### config.mk
export PLATFORM = sky130hd
export DESIGN_NAME = seg_scan_ctrl
export DESIGN_NICKNAME = d
export VERILOG_FILES = /design/src/rtl/seg_pkg.sv /design/src/rtl/seven_segment.sv /design/src/rtl/seg_scan_ctrl.sv
export SDC_FILE = /design/constraint.sdc
export NUM_CORES = 1
export LEC_CHECK = 0
export ABC_CLOCK_PERIOD_IN_PS = 3880
export CELL_PAD_IN_SITES_DETAIL_PLACEMENT = 0
export CELL_PAD_IN_SITES_GLOBAL_PLACEMENT = 1
export CORE_AREA = 2 2 92 103
export DETAILED_ROUTE_END_ITERATION = 6
export DIE_AREA = 0 0 94 105
export GPL_TIMING_DRIVEN = 1
export PLACE_DENSITY_LB_ADDON = 0.1
export SLEW_MARGIN = 20
export SYNTH_ARGS = -nofsm -noshare
export SYNTH_HDL_FRONTEND = slang
export SYNTH_SLANG_ARGS = --single-unit
### constraint.sdc
create_clock -name clk -period 3.88 [get_ports clk]
set_input_delay 1.164 -clock clk [delete_from_list [all_inputs] [get_ports clk]]
set_output_delay 1.164 -clock clk [all_outputs]
set_load 0.02 [all_outputs]
### src/rtl/seg_pkg.sv
// Shared types and constants for the seven-segment scan controller.
package seg_pkg;

    // Scan sequencer states: all digits dark, or one digit lit.
    typedef enum logic {
        GAP = 1'b0,
        ON  = 1'b1
    } scan_state_t;

    // Active-low segment drive with every segment dark.
    localparam logic [6:0] SEG_OFF = 7'h7F;

endpackage

### src/rtl/seven_segment.sv
// Hex nibble to active-low seven-segment decoder.
// Bit order: bit 0 = a, 1 = b, 2 = c, 3 = d, 4 = e, 5 = f, 6 = g.
module seven_segment (
    input  logic [3:0] nibble,
    output logic [6:0] segments_n
);

    // Pure lookup; a 0 in a bit position lights that segment.
    always_comb begin
        segments_n = 7'h7F;
        unique case (nibble)
            4'h0: segments_n = 7'h40;
            4'h1: segments_n = 7'h79;
            4'h2: segments_n = 7'h24;
            4'h3: segments_n = 7'h30;
            4'h4: segments_n = 7'h19;
            4'h5: segments_n = 7'h12;
            4'h6: segments_n = 7'h02;
            4'h7: segments_n = 7'h78;
            4'h8: segments_n = 7'h00;
            4'h9: segments_n = 7'h10;
            4'hA: segments_n = 7'h08;
            4'hB: segments_n = 7'h03;
            4'hC: segments_n = 7'h46;
            4'hD: segments_n = 7'h21;
            4'hE: segments_n = 7'h06;
            4'hF: segments_n = 7'h0E;
        endcase
    end

endmodule

### src/rtl/seg_scan_ctrl.sv
// Multiplexed seven-segment display scanner with tear-free value loading.
// Optional macro SEG_SCAN_LEADING_ZERO_BLANK_EN: auto-blank leading zero digits (never digit 0).
module seg_scan_ctrl
    import seg_pkg::*;
#(
    parameter int unsigned NUM_DIGITS = 4,
    parameter int unsigned SCAN_DIV   = 50000,
    parameter int unsigned GAP_CYCLES = 2
) (
    input  logic                    clk,
    input  logic                    reset_n,
    input  logic                    load_valid,
    output logic                    load_ready,
    input  logic [4*NUM_DIGITS-1:0] load_value,
    input  logic [NUM_DIGITS-1:0]   blank_mask,
    output logic [6:0]              segments,
    output logic [NUM_DIGITS-1:0]   digit_en_n,
    output logic                    frame_start
);

    localparam int unsigned DATA_W = 4 * NUM_DIGITS;
    localparam int unsigned IDX_W  = $clog2(NUM_DIGITS);
    localparam int unsigned SCAN_W = $clog2(SCAN_DIV);
    // A single gap cycle still needs a 1-bit counter to keep the types legal.
    localparam int unsigned GAP_W  = (GAP_CYCLES > 1) ? $clog2(GAP_CYCLES) : 1;

    localparam logic [IDX_W-1:0]  IDX_LAST  = IDX_W'(NUM_DIGITS - 1);
    localparam logic [SCAN_W-1:0] SCAN_LAST = SCAN_W'(SCAN_DIV - 1);
    localparam logic [GAP_W-1:0]  GAP_LAST  = GAP_W'(GAP_CYCLES - 1);

    scan_state_t             state_q, state_d;
    logic [GAP_W-1:0]        gap_cnt_q, gap_cnt_d;
    logic [SCAN_W-1:0]       scan_cnt_q, scan_cnt_d;
    logic [IDX_W-1:0]        idx_q, idx_d;
    logic [DATA_W-1:0]       disp_q, disp_d;
    logic [NUM_DIGITS-1:0]   disp_blank_q, disp_blank_d;
    logic [DATA_W-1:0]       pend_q, pend_d;
    logic [NUM_DIGITS-1:0]   pend_blank_q, pend_blank_d;
    logic                    load_ready_q, load_ready_d;
    logic [6:0]              segments_q, segments_d;
    logic [NUM_DIGITS-1:0]   digit_en_n_q, digit_en_n_d;
    logic                    frame_start_q, frame_start_d;

    logic                    frame_edge;
    logic [NUM_DIGITS-1:0]   blank_eff;
    logic [3:0]              cur_nibble;
    logic [6:0]              dec_seg;
`ifdef SEG_SCAN_LEADING_ZERO_BLANK_EN
    logic                    zero_above;
`endif

    // Scan sequencer: GAP for GAP_CYCLES, ON for SCAN_DIV, advance digit on leaving ON.
    always_comb begin
        state_d    = state_q;
        gap_cnt_d  = gap_cnt_q;
        scan_cnt_d = scan_cnt_q;
        idx_d      = idx_q;
        case (state_q)
            GAP: begin
                if (gap_cnt_q == GAP_LAST) begin
                    state_d   = ON;
                    gap_cnt_d = '0;
                end else begin
                    gap_cnt_d = gap_cnt_q + GAP_W'(1);
                end
            end
            ON: begin
                if (scan_cnt_q == SCAN_LAST) begin
                    state_d    = GAP;
                    scan_cnt_d = '0;
                    idx_d      = (idx_q == IDX_LAST) ? '0 : idx_q + IDX_W'(1);
                end else begin
                    scan_cnt_d = scan_cnt_q + SCAN_W'(1);
                end
            end
            default: state_d = GAP;
        endcase
    end

    // Start of a new frame: digit 0 about to be lit.
    assign frame_edge = (state_q == GAP) && (state_d == ON) && (idx_d == '0);

    // Load handshake: capture into pending, swap into display only at a frame boundary.
    always_comb begin
        pend_d       = pend_q;
        pend_blank_d = pend_blank_q;
        disp_d       = disp_q;
        disp_blank_d = disp_blank_q;
        load_ready_d = load_ready_q;
        if (load_valid && load_ready_q) begin
            pend_d       = load_value;
            pend_blank_d = blank_mask;
            load_ready_d = 1'b0;
        end
        // load_ready low means pending holds a value not yet shown.
        if (frame_edge && !load_ready_q) begin
            disp_d       = pend_q;
            disp_blank_d = pend_blank_q;
            load_ready_d = 1'b1;
        end
    end

    // Effective blanking: explicit mask, optionally plus leading-zero suppression.
    always_comb begin
        blank_eff = disp_blank_d;
`ifdef SEG_SCAN_LEADING_ZERO_BLANK_EN
        zero_above = 1'b1;
        for (int i = int'(NUM_DIGITS) - 1; i >= 1; i--) begin
            zero_above   = zero_above & (disp_d[4*i +: 4] == 4'h0);
            blank_eff[i] = blank_eff[i] | zero_above;
        end
`endif
    end

    assign cur_nibble = disp_d[{idx_d, 2'b00} +: 4];

    seven_segment u_dec (
        .nibble     (cur_nibble),
        .segments_n (dec_seg)
    );

    // Outputs computed from next state so segments and digit select flip on the same edge.
    always_comb begin
        segments_d   = SEG_OFF;
        digit_en_n_d = '1;
        if (state_d == ON) begin
            digit_en_n_d[idx_d] = 1'b0;
            if (!blank_eff[idx_d]) begin
                segments_d = dec_seg;
            end
        end
        frame_start_d = frame_edge;
    end

    // State and output registers with asynchronous reset.
    always_ff @(posedge clk or negedge reset_n) begin
        if (!reset_n) begin
            state_q       <= GAP;
            gap_cnt_q     <= '0;
            scan_cnt_q    <= '0;
            idx_q         <= '0;
            disp_q        <= '0;
            disp_blank_q  <= '0;
            pend_q        <= '0;
            pend_blank_q  <= '0;
            load_ready_q  <= 1'b1;
            segments_q    <= SEG_OFF;
            digit_en_n_q  <= '1;
            frame_start_q <= 1'b0;
        end else begin
            state_q       <= state_d;
            gap_cnt_q     <= gap_cnt_d;
            scan_cnt_q    <= scan_cnt_d;
            idx_q         <= idx_d;
            disp_q        <= disp_d;
            disp_blank_q  <= disp_blank_d;
            pend_q        <= pend_d;
            pend_blank_q  <= pend_blank_d;
            load_ready_q  <= load_ready_d;
            segments_q    <= segments_d;
            digit_en_n_q  <= digit_en_n_d;
            frame_start_q <= frame_start_d;
        end
    end

    assign load_ready  = load_ready_q;
    assign segments    = segments_q;
    assign digit_en_n  = digit_en_n_q;
    assign frame_start = frame_start_q;

endmodule

==> results of run 1 <==
## power by group through the flow
| stage | Sequential, mW | Combinational (mW) | Clock [mW] |
|---|---|---|---|
| after global routing | 0.943 | 0.166 | 0.666 |
| final | 0.928 | 0.145 | 0.610 |
| after detailed placement | 0.945 | 0.149 | 0 |
| after floorplan | 0.922 | 0.101 | 0 |
| after CTS | 0.930 | 0.149 | 0.632 |
| after global placement | 0.941 | 0.144 | 0 |
## state kept, by name, indices dropped and copies added (netlist names)
name,cells
segments,7
idx_q,2
pend_q,16
state_q,1
gap_cnt_q,1
disp_q,16
digit_en_n,4
frame_start,1
load_ready,1
disp_blank_q,4
pend_blank_q,4
scan_cnt_q,16
## how the worst min path moves through the flow
stage / depth (start not counted) / endpoint
final: 2 / disp_q[4]
after global routing: 2 / disp_q[6]
after CTS: 2 / disp_q[4]
after detailed placement: 2 / disp_q[4]
after global placement: 2 / disp_q[4]
after floorplan: 2 / disp_q[10]
## per-layer routing
layer / GRT usage / vias to the layer above / wire length (um)
li1: - / 1108 / -
met4: 0.0600 / 0 / 127
met1: 0.208 / 1058 / 3240
met2: 0.224 / 47 / 3030
met3: 0.0281 / 11 / 224
met5: 0 / - / 0
## Yosys cell counts (2+ instances only)
library cell	number
sky130_fd_sc_hd__dfrtp_1	61
sky130_fd_sc_hd__nand2_1	51
sky130_fd_sc_hd__mux2_2	23
sky130_fd_sc_hd__nor2_1	18
sky130_fd_sc_hd__dfstp_2	12
sky130_fd_sc_hd__nand3_1	12
sky130_fd_sc_hd__xnor2_1	10
sky130_fd_sc_hd__inv_1	9
sky130_fd_sc_hd__mux2i_1	9
sky130_fd_sc_hd__ha_1	8
sky130_fd_sc_hd__a211oi_1	7
sky130_fd_sc_hd__clkbuf_1	6
sky130_fd_sc_hd__xor2_1	6
sky130_fd_sc_hd__o21ai_0	5
sky130_fd_sc_hd__buf_6	4
sky130_fd_sc_hd__nor3_1	4
sky130_fd_sc_hd__o221ai_1	4
sky130_fd_sc_hd__a211oi_2	3
sky130_fd_sc_hd__nand4_1	3
sky130_fd_sc_hd__o21a_1	3
sky130_fd_sc_hd__a21o_1	2
sky130_fd_sc_hd__and3_1	2
sky130_fd_sc_hd__and4_4	2
sky130_fd_sc_hd__and4bb_2	2
sky130_fd_sc_hd__inv_4	2
sky130_fd_sc_hd__nor3b_1	2
## layout make-up
class,count,area [sq um]
clock buffers,12,155
clock inverters,4,51.3
fillers,810,4690
inverters,11,46.3
multi-input cells,202,1480
flip-flops and latches,73,1840
well taps,114,143
repair buffers,39,375
## cells by family after synthesis
logic type | Yosys count | share of synthesized area
AO/OA/AOI/OAI | 39 | 0.101
XOR/XNOR | 16 | 0.0407
adder cells (fa/ha/maj) | 8 | 0.0291
buffers and inverters | 22 | 0.0342
flip-flops | 73 | 0.535
multiplexers | 34 | 0.111
AND/OR/NAND/NOR | 105 | 0.148
## worst max-delay path, cell delays in order, from the launching register on
cell and delay, ns:
sky130_fd_sc_hd__dfrtp_1 0.53, sky130_fd_sc_hd__and4_4 0.32, sky130_fd_sc_hd__and4_4 0.40, sky130_fd_sc_hd__mux2i_4 0.48
sky130_fd_sc_hd__mux2i_1 0.58, sky130_fd_sc_hd__inv_1 0.19, sky130_fd_sc_hd__ha_1 0.36, sky130_fd_sc_hd__inv_1 0.07
sky130_fd_sc_hd__o221ai_1 0.11, sky130_fd_sc_hd__o31ai_1 0.10, sky130_fd_sc_hd__o221ai_1 0.16
==> results by stage, run 1 <==
Worst setup path:
- In this run the critical register-to-register path is captured at segments[1].
- The launch point of the critical path is state_q.
- The required time reported for the critical path endpoint is 4.12 ns.
- The worst setup path endpoint is segments[1].
- STA puts the critical path data arrival time at 3.63 ns.
- The category of the worst setup path capture point is a register.
- Across all register-to-register paths, the minimum setup slack is 0.49 ns.
- The kind of critical path is reg2reg.
- STA classifies the critical path startpoint as a register.
- The depth of the worst register-to-register path is 10.
- In this run the worst path has a maximum fanout of 19.
- The reg-to-reg startpoint is state_q.

Power and ir drop:
- The largest vdd supply drop is 0.000218 V.
- In this run the power density over the cells is 411 nW/um^2.
- The overall power consumption is 1.68 mW.
- Of the total power, the share spent switching nets is 0.226.
- The internal portion of the total power is 1.30 mW.
- The net switching power of the design is 0.380 mW.
- The static leakage is 1.82 nW.
- The sequential share of power is 0.551.
- The combinational share of power is 0.086.
- The relative contribution of the clock network to total power is 0.363.

STA:
- In this run the tightest slew margin relative to its limit is 0.390.
- The worst clock skew on the final layout is 0.00957 ns.
- Setup repair after global routing left no endpoint under its margin.
- The highest clock frequency the design can meet is 0.295 GHz.
- The clock period could shrink to 3.39 ns.
- The minimum hold slack is 0.471 ns.
- The slew at the pin closest to its max-slew limit is 0.914 ns.
- The final hold violation count came to 0.
- Setup total negative slack on the finished layout was measured at 0 ns.
- The max-slew violation count is 0.
- Setup violations remaining at the end of the flow were counted as 0.
- Once routing completed, OpenROAD measured the worst setup slack at 0.490 ns.
- The ratio of final minimum period to clock period is 0.874.

Yosys:
- After synthesis, the cell types taking the most area are sky130_fd_sc_hd__dfrtp_1 (44%), sky130_fd_sc_hd__dfstp_2 (9.2%), sky130_fd_sc_hd__mux2_2 (7.5%).
- The number of register bits inferred by synthesis is 73.
- The post-synthesis cell count is 297.
- Of the post-synthesis cell area, the dominant cell type holds 0.444.
- In the synthesized netlist the async set-or-reset flop fraction comes to 1.00.
- The post-synthesis instance area is 3440 sq um.
- The number of unique standard cell types used by synthesis is 53.
- The synthesized area per cell is 11.6 sq um.
- The primary flip-flop cell chosen by synthesis mapping is sky130_fd_sc_hd__dfrtp_1.
- Summed over all instances, the cell type with the most area after synthesis is sky130_fd_sc_hd__dfrtp_1.
- The Yosys step of the flow raised 0 warnings.
- Synthesis produced a netlist with a net count of 328.
- The sequential share of the synthesized area is 0.535.
- The number of enable-type register cells in the synthesized netlist is 0.

Clock network:
- The deepest level of the CTS H-tree is 3.
- Clock-pin slew was measured on the worst setup and hold paths at 0.08 ns.
- After clock tree synthesis, the setup repair step added 0 buffers.
- The buffer levels on the longest clock path is 2.
- Hold repair after CTS inserted 0 buffers.
- At the later pin of the worst-skew pair, clock insertion delay measures 0.34 ns.
- After clock tree synthesis, the repair step resized 0 gates.
- Clock tree synthesis found a total of 73 sinks.
- The clock tree root driver cell is sky130_fd_sc_hd__clkbuf_8.
- Clock tree synthesis inserted a total of 9 buffers.
- The TritonCTS clock tree is yes.

Route:
- The number of design rule violations left after detail routing is 0.
- For this block, the initial DRC count from the detailed router was 140.
- The per-cell via count in the routed design is 4.89.
- Before antenna repair, the detailed router went through 4 iterations.
- The total via count after detailed routing is 2224.
- The final routed wirelength across all metal layers is 6.61 mm.
- The final antenna-violating net count is 0.
- After detailed routing, the average wire length per cell comes to 14.5 um.

Floorplanning:
- From left edge to right edge, the die measures 94 um.
- The die height is 105 um.
- The number of rows created at floorplan is 36.
- The floorplan step defined a die boundary enclosing 9870 sq um.
- The number of primary I/O pins is 36.
- After floorplanning, the core was sized to cover 8780 sq um.
- The initial core utilization is 0.392.

Placement:
- The last weighted congestion value of the routability-driven placer is 0.780.
- The post-DP HPWL is 4.52 mm.
- The worst slack after detailed placement is 0.591 ns.
- The number of buffers added on ports is 35.
- After detailed placement, the total cell area comes to 3890 sq um.
- The number of instances in the placed design is 439.

Cells and area:
- For this run, the post-layout net count is 367.
- The fraction of final layout cells with drive strength greater than 1 is 0.220.
- The area growth from synthesis to layout is 19.0%.
- Leaving out fill and tap cells, the most frequent cell in the layout is sky130_fd_sc_hd__dfrtp_1.
- The post-layout utilization of the core is 0.466.
- In the layout the commonest cells are sky130_fd_sc_hd__dfrtp_1 (61), sky130_fd_sc_hd__nand2_1 (51), sky130_fd_sc_hd__clkdlybuf4s50_1 (34).
- The antenna cell count is 0.
- The final design instance area without fill is 4090 sq um.
- The finished layout holds 455 standard cells, fillers aside.

Global routing:
- The number of antenna violations at the first check in global routing was 0.
- The via count of the first global-routing pass is 2285.
- Entering global routing, the biggest net connects 74 pins.
- The total global-route track usage is 0.148.
- The first global-routing pass estimated 11.3 mm of wire.
- The final global-route overflow total is 0.

Worst hold path:
- The start point of the worst hold path is pend_q[4].
- In this run the worst hold path is classified as reg2reg.

Job:
- The max-cap violation count is 0.

Outcome:
- The flow ran to the end, and the final reports show no timing, DRC or antenna violations.
(Power assumes the default switching activity.)
==> run 2, diff against run 1 <==
--- a/config.mk
+++ b/config.mk
@@ -8,12 +8,12 @@
 export ABC_CLOCK_PERIOD_IN_PS = 3880
 export CELL_PAD_IN_SITES_DETAIL_PLACEMENT = 0
 export CELL_PAD_IN_SITES_GLOBAL_PLACEMENT = 1
-export CORE_AREA = 2 2 92 103
+export CORE_AREA = 5 5 94 104
 export DETAILED_ROUTE_END_ITERATION = 6
-export DIE_AREA = 0 0 94 105
+export DIE_AREA = 0 0 99 109
 export GPL_TIMING_DRIVEN = 1
 export PLACE_DENSITY_LB_ADDON = 0.1
-export SLEW_MARGIN = 20
 export SYNTH_ARGS = -nofsm -noshare
 export SYNTH_HDL_FRONTEND = slang
+export SYNTH_HIERARCHICAL = 1
 export SYNTH_SLANG_ARGS = --single-unit
==> results by stage, run 2 <==
Power and ir drop:
- The static leakage was 1.86 nW (was 1.82 nW).
- The largest vdd supply drop is 0.000248 V (was 0.000218 V).
- The power density of the placed cells is 414 nW/um^2 (was 411 nW/um^2).

Yosys:
- The post-synthesis instance area is 3350 sq um (was 3440 sq um).
- The area share of the largest cell type after synthesis came to 0.456 (was 0.444).
- The primary flip-flop cell chosen by synthesis mapping is sky130_fd_sc_hd__dfrtp_1 (unchanged).
- The most frequently used cell type in the post-synthesis netlist is sky130_fd_sc_hd__dfrtp_1 (unchanged).
- The sequential share of the synthesized area is 0.550 (was 0.535).
- The share of flip-flops with an asynchronous set or reset is 1.00 (unchanged).
- The synthesized area per cell came to 13.3 sq um (was 11.6 sq um).
- Synth cell count leaders: sky130_fd_sc_hd__dfrtp_1 (61), sky130_fd_sc_hd__mux2_2 (44), sky130_fd_sc_hd__mux2i_1 (20), sky130_fd_sc_hd__nor2_1 (17), sky130_fd_sc_hd__dfstp_2 (12) (was sky130_fd_sc_hd__dfrtp_1 (61), sky130_fd_sc_hd__nand2_1 (51), sky130_fd_sc_hd__mux2_2 (23), sky130_fd_sc_hd__nor2_1 (18)).
- The post-synthesis cell count came to 252 (was 297).
- The top cell type by total area after synthesis is sky130_fd_sc_hd__dfrtp_1 (unchanged).
- The number of enable-type register cells in the synthesized netlist is 0 (unchanged).
- Biggest area contributors in the synthesized netlist: sky130_fd_sc_hd__dfrtp_1 (46%), sky130_fd_sc_hd__mux2_2 (15%), sky130_fd_sc_hd__dfstp_2 (9.4%) (was sky130_fd_sc_hd__dfrtp_1 (44%), sky130_fd_sc_hd__dfstp_2 (9.2%), sky130_fd_sc_hd__mux2_2 (7.5%)).
- The number of register bits inferred by synthesis was 73 (unchanged).
- The count of yosys warnings during synthesis is 6 (was 0).
- The total nets after synthesis is 284 (was 328).
- The number of unique standard cell types used by synthesis was 39 (was 53).

Global routing:
- The global-route track usage on met3 is 0.0275 (was 0.0281).
- The global-route wire length before repair came to 10.4 mm (was 11.3 mm).
- The via count of the first global-routing pass is 2166 (was 2285).
- The most heavily used metal layer in global routing is met2 (unchanged).
- The maximum number of pins on one net before global-route repair is 30 (was 74).
- The final global-route overflow total is 0 (unchanged).
- The total global-route track usage was 0.123 (was 0.148).
- The number of antenna violations at the first check in global routing is 0 (unchanged).
- The routing usage on met2 came to 0.214 (was 0.224).
- The met1 global-route usage was 0.142 (was 0.208).

Clock network:
- The clock net sink count is 73 (unchanged).
- The clock latency reported for the late side of the worst-skew pair was 0.35 ns (was 0.34 ns).
- The number of buffers inserted during clock tree synthesis was 9 (unchanged).
- The deepest level of the CTS H-tree is 3 (unchanged).
- The total setup buffers inserted after CTS came to 0 (unchanged).
- The clock tree root driver cell is sky130_fd_sc_hd__clkbuf_8 (unchanged).
- The number of resized instances in the post-cts repair step is 0 (unchanged).
- The clock slew seen by the registers of the worst setup and hold paths is 0.07 ns (was 0.08 ns).
- The TritonCTS clock tree was yes (unchanged).
- The hold buffer count at CTS is 0 (unchanged).
- The buffer levels on the longest clock path is 2 (unchanged).

STA:
- The total of endpoints with negative setup slack in the final report is 0 (unchanged).
- The final critical-path required period was 3.53 ns (was 3.39 ns).
- The slew at the pin closest to its max-slew limit is 0.858 ns (was 0.914 ns).
- The minimum hold slack is 0.482 ns (was 0.471 ns).
- Unrepaired setup endpoints after global routing: no (unchanged).
- The ratio of final minimum period to clock period is 0.909 (was 0.874).
- The final hold violation count came to 0 (unchanged).
- The worst clock skew on the final layout is 0.0145 ns (was 0.00957 ns).
- The sum of negative setup slack is 0 ns (unchanged).
- The worst slew margin relative to its limit is 0.427 (was 0.390).
- The highest clock frequency the design can meet was 0.283 GHz (was 0.295 GHz).
- The max-slew violation count came to 0 (unchanged).

Route:
- The per-cell via count in the routed design is 4.82 (was 4.89).
- The final routed wirelength across all metal layers came to 5.97 mm (was 6.61 mm).
- The final antenna-violating net count is 0 (unchanged).
- The detailed-router iteration count before antenna repair came to 4 (unchanged).
- The number of DRC markers after the initial detailed-route iteration is 47 (was 140).
- The number of design rule violations left after detail routing is 0 (unchanged).
- The total via count after detailed routing is 2008 (was 2224).
- The average routed wire per standard cell is 14.3 um (was 14.5 um).

Cells and area:
- The antenna cell count came to 0 (unchanged).
- Largest regs: disp_q (16), pend_q (16), scan_cnt_q (16) (unchanged).
- The count of filler cells inserted in the layout is 800 (was 810).
- The leading cell type in the layout, fill and taps excluded is sky130_fd_sc_hd__dfrtp_1 (unchanged).
- The layout overhead on the synthesized area is 20.9% (was 19.0%).
- Commonest cells after routing, fill and taps aside: sky130_fd_sc_hd__dfrtp_1 (61), sky130_fd_sc_hd__mux2_2 (44), sky130_fd_sc_hd__clkdlybuf4s50_1 (34) (was sky130_fd_sc_hd__dfrtp_1 (61), sky130_fd_sc_hd__nand2_1 (51), sky130_fd_sc_hd__clkdlybuf4s50_1 (34)).
- The layout net count came to 330 (was 367).
- The fraction of final layout cells with drive strength greater than 1 was 0.290 (was 0.220).

Floorplanning:
- The number of primary I/O pins came to 36 (unchanged).
- The full die area is 10800 sq um (was 9870 sq um).
- The die boundary width came to 99 um (was 94 um).
- The area inside the core boundary is 8690 sq um (was 8780 sq um).
- The number of rows created at floorplan was 36 (unchanged).
- The initial core utilization is 0.385 (was 0.392).
- The die height is 109 um (was 105 um).

Job:
- The max-cap violation count is 0 (unchanged).

Worst setup path:
- The nature of the critical path startpoint was a register (unchanged).
- The category of the worst setup path capture point is a register (unchanged).
- The kind of critical path is reg2reg (unchanged).
- The critical path data arrival time is 3.79 ns (was 3.63 ns).
- The worst-path maximum fanout is 6 (was 19).
- The required time reported for the critical path endpoint is 4.14 ns (was 4.12 ns).

Placement:
- The last weighted congestion value of the routability-driven placer came to 0.718 (was 0.780).
- The post-DP HPWL is 4.43 mm (was 4.52 mm).
- The number of buffers added on ports is 35 (unchanged).

Worst hold path:
- The class of the most critical hold timing path is reg2reg (unchanged).

Outcome:
- Status: finished clean (unchanged).
[run 2: cell types whose count changed after synthesis, sizes merged, moves of 5 or more]
cell / before / now
a211oi: 11 / 0
mux2: 24 / 45
nand3: 12 / 6
mux2i: 10 / 21
nand2: 52 / 8
or3: 0 / 11
inv: 11 / 6
[run 2: kinds of logic after synthesis]
group	synth area share
buffers and inverters	0.0247
AOI/OAI and AO/OA	0.0150
adders and majority gates	0.0336
DFF	0.550
and+or+nand+nor	0.104
xor gates and xnor gates	0.0419
muxes	0.231
[run 2: final timing paths]
path	from	endpoint	slack (ns)	depth (start not counted)
setup reg to reg	scan_cnt_q[10]	segments[3]	0.35	10
hold reg to reg	scan_cnt_q[13]	scan_cnt_q[13]	0.48	1
setup / recovery	scan_cnt_q[10]	segments[3]	0.35	10
hold / removal	scan_cnt_q[13]	scan_cnt_q[13]	0.48	1
min in group asynchronous	reset_n	scan_cnt_q[12]	0.84	1
max in group asynchronous	reset_n	digit_en_n[0]	2.22	2
[run 2: final cells by class]
cell class                 instances  area (sq um)  share of cell area
clock buffer                       9           124              0.0306
multi-input combinational        163          1420               0.351
timing repair buffer              44           413               0.102
tap                              114           143              0.0352
inverter                           7          26.3             0.00649
clock inverter                     7          77.6              0.0192
sequential                        73          1840               0.455
[run 2: metal layers]
layer / up-vias / wire [um]
li1: 983 / -
met2: 30 / 3060
met1: 986 / 2620
met5: - / 0
met4: 0 / 113
met3: 9 / 175
[run 2: through the flow]
| stage | area, sq um | total power, mW | worst slack [ns] | utilization | instances |
|---|---|---|---|---|---|
| after detailed placement | 3850 | 1.10 | 0.359 | 0.442 | 401 |
| final | 4050 | 1.68 | 0.352 | 0.466 | 417 |
| after global placement | 3850 | 1.09 | 0.458 | 0.442 | 401 |
| after floorplan | 3350 | 1.02 | 0.130 | - | 252 |
| after CTS | 4050 | 1.70 | 0.331 | 0.466 | 417 |
| after global routing | 4050 | 1.76 | 0.130 | 0.466 | 417 |
[run 2: critical path: stages, from the launching register on]
cell	delay (ns)
sky130_fd_sc_hd__dfrtp_1	0.41
sky130_fd_sc_hd__or4_1	0.59
sky130_fd_sc_hd__nor4_4	0.29
sky130_fd_sc_hd__mux2i_1	0.32
sky130_fd_sc_hd__clkinv_1	0.27
sky130_fd_sc_hd__mux2i_1	0.26
sky130_fd_sc_hd__inv_1	0.13
sky130_fd_sc_hd__ha_1	0.31
sky130_fd_sc_hd__inv_1	0.04
sky130_fd_sc_hd__mux4_1	0.46
sky130_fd_sc_hd__or3_1	0.37
[run 2: report_power, final]
group	total (mW)	leakage [nW]	switching (mW)	internal [mW]
registers	0.928	0.904	0.0598	0.869
clock network	0.603	0.100	0.300	0.302
logic	0.145	0.859	0.0436	0.101
==> run 3, diff against run 2 <==
--- a/config.mk
+++ b/config.mk
@@ -13,6 +13,7 @@
 export DIE_AREA = 0 0 99 109
 export GPL_TIMING_DRIVEN = 1
 export PLACE_DENSITY_LB_ADDON = 0.1
+export RECOVER_POWER = 100
 export SYNTH_ARGS = -nofsm -noshare
 export SYNTH_HDL_FRONTEND = slang
 export SYNTH_HIERARCHICAL = 1
==> results by stage, run 3 (synthesis gave the netlist of run 2 again) <==
Placement:
- The number of instances in the placed design is 401 (unchanged).
- The worst slack after detailed placement was 0.359 ns (unchanged).
- The post-DP HPWL is 4.43 mm (unchanged).
- The post-detailed-placement cell area came to 3850 sq um (unchanged).
- The last weighted congestion value of the routability-driven placer is 0.718 (unchanged).
- The number of buffers added on ports came to 35 (unchanged).

Worst hold path:
- The capture endpoint of the worst hold path is scan_cnt_q[13] (unchanged).
- The start point of the worst hold path is scan_cnt_q[13] (unchanged).
- The cell depth of the worst hold path is 1 (unchanged).
- The class of the most critical hold timing path is reg2reg (unchanged).

Clock network:
- The TritonCTS clock tree is yes (unchanged).
- The deepest level of the CTS H-tree was 3 (unchanged).
- The clock slew seen by the registers of the worst setup and hold paths is 0.07 ns (about the same).
- The clock tree root driver cell was sky130_fd_sc_hd__clkbuf_8 (unchanged).
- The hold buffer count at CTS is 0 (unchanged).
- The buffer levels on the longest clock path was 2 (unchanged).
- The number of buffers inserted during clock tree synthesis is 9 (unchanged).
- The total setup buffers inserted after CTS is 0 (unchanged).
- The clock latency reported for the late side of the worst-skew pair is 0.35 ns (about the same).
- The clock net sink count was 73 (unchanged).
- The number of resized instances in the post-cts repair step came to 0 (unchanged).

Global routing:
- The via count of the first global-routing pass came to 2166 (unchanged).
- The global-route wire length before repair is 10.4 mm (unchanged).
- The final global-route overflow total is 0 (unchanged).
- The maximum number of pins on one net before global-route repair is 30 (unchanged).
- The total global-route track usage is 0.123 (unchanged).
- The number of antenna violations at the first check in global routing is 0 (unchanged).

Cells and area:
- The post-layout utilization of the core is 0.463 (was 0.466).
- The final cell count without fillers is 417 (unchanged).
- Largest regs: disp_q (16), pend_q (16), scan_cnt_q (16) (unchanged).
- The leading cell type in the layout, fill and taps excluded is sky130_fd_sc_hd__dfrtp_1 (unchanged).
- The final design instance area without fill came to 4030 sq um (was 4050 sq um).
- Commonest cells after routing, fill and taps aside: sky130_fd_sc_hd__dfrtp_1 (61), sky130_fd_sc_hd__mux2_2 (44), sky130_fd_sc_hd__mux2i_1 (20), sky130_fd_sc_hd__clkdlybuf4s50_1 (20), sky130_fd_sc_hd__nor2_1 (17) (was sky130_fd_sc_hd__dfrtp_1 (61), sky130_fd_sc_hd__mux2_2 (44), sky130_fd_sc_hd__clkdlybuf4s50_1 (34)).
- The layout net count is 330 (unchanged).
- The antenna cell count is 0 (unchanged).
- The fraction of final layout cells with drive strength greater than 1 is 0.271 (was 0.290).
- The layout overhead on the synthesized area came to 20.3% (was 20.9%).

Worst setup path:
- The master of the slowest instance on the critical path is sky130_fd_sc_hd__or4_1 (unchanged).
- The depth of the worst register-to-register path is 10 (unchanged).
- The required time reported for the critical path endpoint is 4.14 ns (about the same).
- The kind of critical path is reg2reg (unchanged).
- The end of the worst register-to-register path is segments[3] (unchanged).
- The highest cell delay on the worst timing path came to 0.59 ns (about the same).
- The register-to-register setup slack is 0.36 ns (was 0.35 ns).
- The category of the worst setup path capture point is a register (unchanged).
- The worst-path maximum fanout came to 6 (unchanged).
- The nature of the critical path startpoint is a register (unchanged).
- The critical path data arrival time is 3.79 ns (about the same).
- The largest delay contributor family on the critical path is simple AND/OR/NAND/NOR gates (unchanged).
- The number of buffers and inverters on the critical path is 3 (unchanged).
- Critical Path, Cell by Cell: or4_1 > nor4_4 > mux2i_1 > clkinv_1 > mux2i_1 > inv_1 > ha_1 > inv_1 > mux4_1 > or3_1 (unchanged).
- The launch point of the critical path is scan_cnt_q[10] (unchanged).
- The reg-to-reg startpoint is scan_cnt_q[10] (unchanged).

Route:
- The total via count after detailed routing was 2007 (was 2008).
- The per-cell via count in the routed design was 4.81 (was 4.82).
- The average routed wire per standard cell is 14.3 um (about the same).
- The final routed wirelength across all metal layers came to 5.95 mm (was 5.97 mm).
- The number of design rule violations left after detail routing is 0 (unchanged).
- The detailed-router iteration count before antenna repair is 4 (unchanged).
- The final antenna-violating net count is 0 (unchanged).
- The number of DRC markers after the initial detailed-route iteration is 47 (unchanged).

STA:
- The ratio of final minimum period to clock period is 0.908 (was 0.909).
- The worst slew margin relative to its limit is 0.00988 (was 0.427).
- The final critical-path required period was 3.52 ns (was 3.53 ns).
- The final hold violation count was 0 (unchanged).
- The highest clock frequency the design can meet came to 0.284 GHz (was 0.283 GHz).
- The slew at the pin closest to its max-slew limit is 1.49 ns (was 0.858 ns).
- Unrepaired setup endpoints after global routing: no (unchanged).
- The sum of negative setup slack is 0 ns (unchanged).
- The worst clock skew on the final layout was 0.0138 ns (was 0.0145 ns).
- The total of endpoints with negative setup slack in the final report is 0 (unchanged).
- The minimum hold slack came to 0.485 ns (was 0.482 ns).
- The minimum setup slack in the final design is 0.358 ns (was 0.352 ns).
- The max-slew violation count is 0 (unchanged).

Floorplanning:
- The die height was 109 um (unchanged).
- The number of primary I/O pins is 36 (unchanged).
- The area inside the core boundary is 8690 sq um (unchanged).
- The die boundary width was 99 um (unchanged).
- The number of rows created at floorplan is 36 (unchanged).
- The full die area came to 10800 sq um (unchanged).
- The initial core utilization is 0.385 (unchanged).

Job:
- The max-cap violation count is 0 (unchanged).

Power and ir drop:
- The power density of the placed cells came to 416 nW/um^2 (was 414 nW/um^2).
- The static leakage came to 1.86 nW (about the same).
- The overall power consumption was 1.67 mW (was 1.68 mW).
- The largest vdd supply drop was 0.000248 V (about the same).

Outcome:
- Status: finished clean (unchanged).
==> run 3: changes by cell type in the layout (fill, tap and decap cells not counted) <==
| cell | before | now |
|---|---|---|
| sky130_fd_sc_hd__clkbuf_2 | 0 | 1 |
| sky130_fd_sc_hd__clkbuf_1 | 0 | 6 |
| sky130_fd_sc_hd__buf_4 | 9 | 3 |
| sky130_fd_sc_hd__buf_2 | 1 | 0 |
| sky130_fd_sc_hd__dlygate4sd3_1 | 0 | 14 |
| sky130_fd_sc_hd__clkdlybuf4s50_1 | 34 | 20 |
==> run 3: area by class of cell <==
class / instances / area [sq um]
tap: 114 / 143
timing repair buffer: 44 / 390
fill: 806 / 4670
clock inverter: 7 / 77.6
inverter: 7 / 26.3
sequential: 73 / 1840
clock buffer: 9 / 124
multi-input combinational: 163 / 1420
==> run 3: worst register-to-register path, stage by stage (launching register included) <==
cell                       delay (ns)
sky130_fd_sc_hd__dfrtp_1         0.41
sky130_fd_sc_hd__or4_1           0.59
sky130_fd_sc_hd__nor4_4          0.28
sky130_fd_sc_hd__mux2i_1         0.32
sky130_fd_sc_hd__clkinv_1        0.27
sky130_fd_sc_hd__mux2i_1         0.26
sky130_fd_sc_hd__inv_1           0.13
sky130_fd_sc_hd__ha_1            0.31
sky130_fd_sc_hd__inv_1           0.04
sky130_fd_sc_hd__mux4_1          0.46
sky130_fd_sc_hd__or3_1           0.37
==> run 3: how the worst max path moves through the flow <==
stage	depth (start not counted)	slack, ns	endpoint
2_1_floorplan	11	0.13	segments[3]
3_3_place_gp	9	0.46	segments[3]
3_5_place_dp	10	0.36	segments[3]
4_1_cts	10	0.33	segments[3]
5_1_grt	10	0.13	segments[3]
6_report	10	0.36	segments[3]
==> run 3: layer usage <==
layer  GRT usage  up-vias  share of wire
li1            -      984              -
met1       0.142      982           0.44
met2       0.214       29           0.51
met3      0.0275       12          0.031
met4      0.0644        0          0.021
met5           0        -              0
==> run 3: power breakdown <==
part	internal, mW	switching (mW)	leakage [nW]
sequential	0.869	0.0600	0.904
combinational	0.0999	0.0436	0.857
clock	0.302	0.300	0.100
total	1.27	0.404	1.86
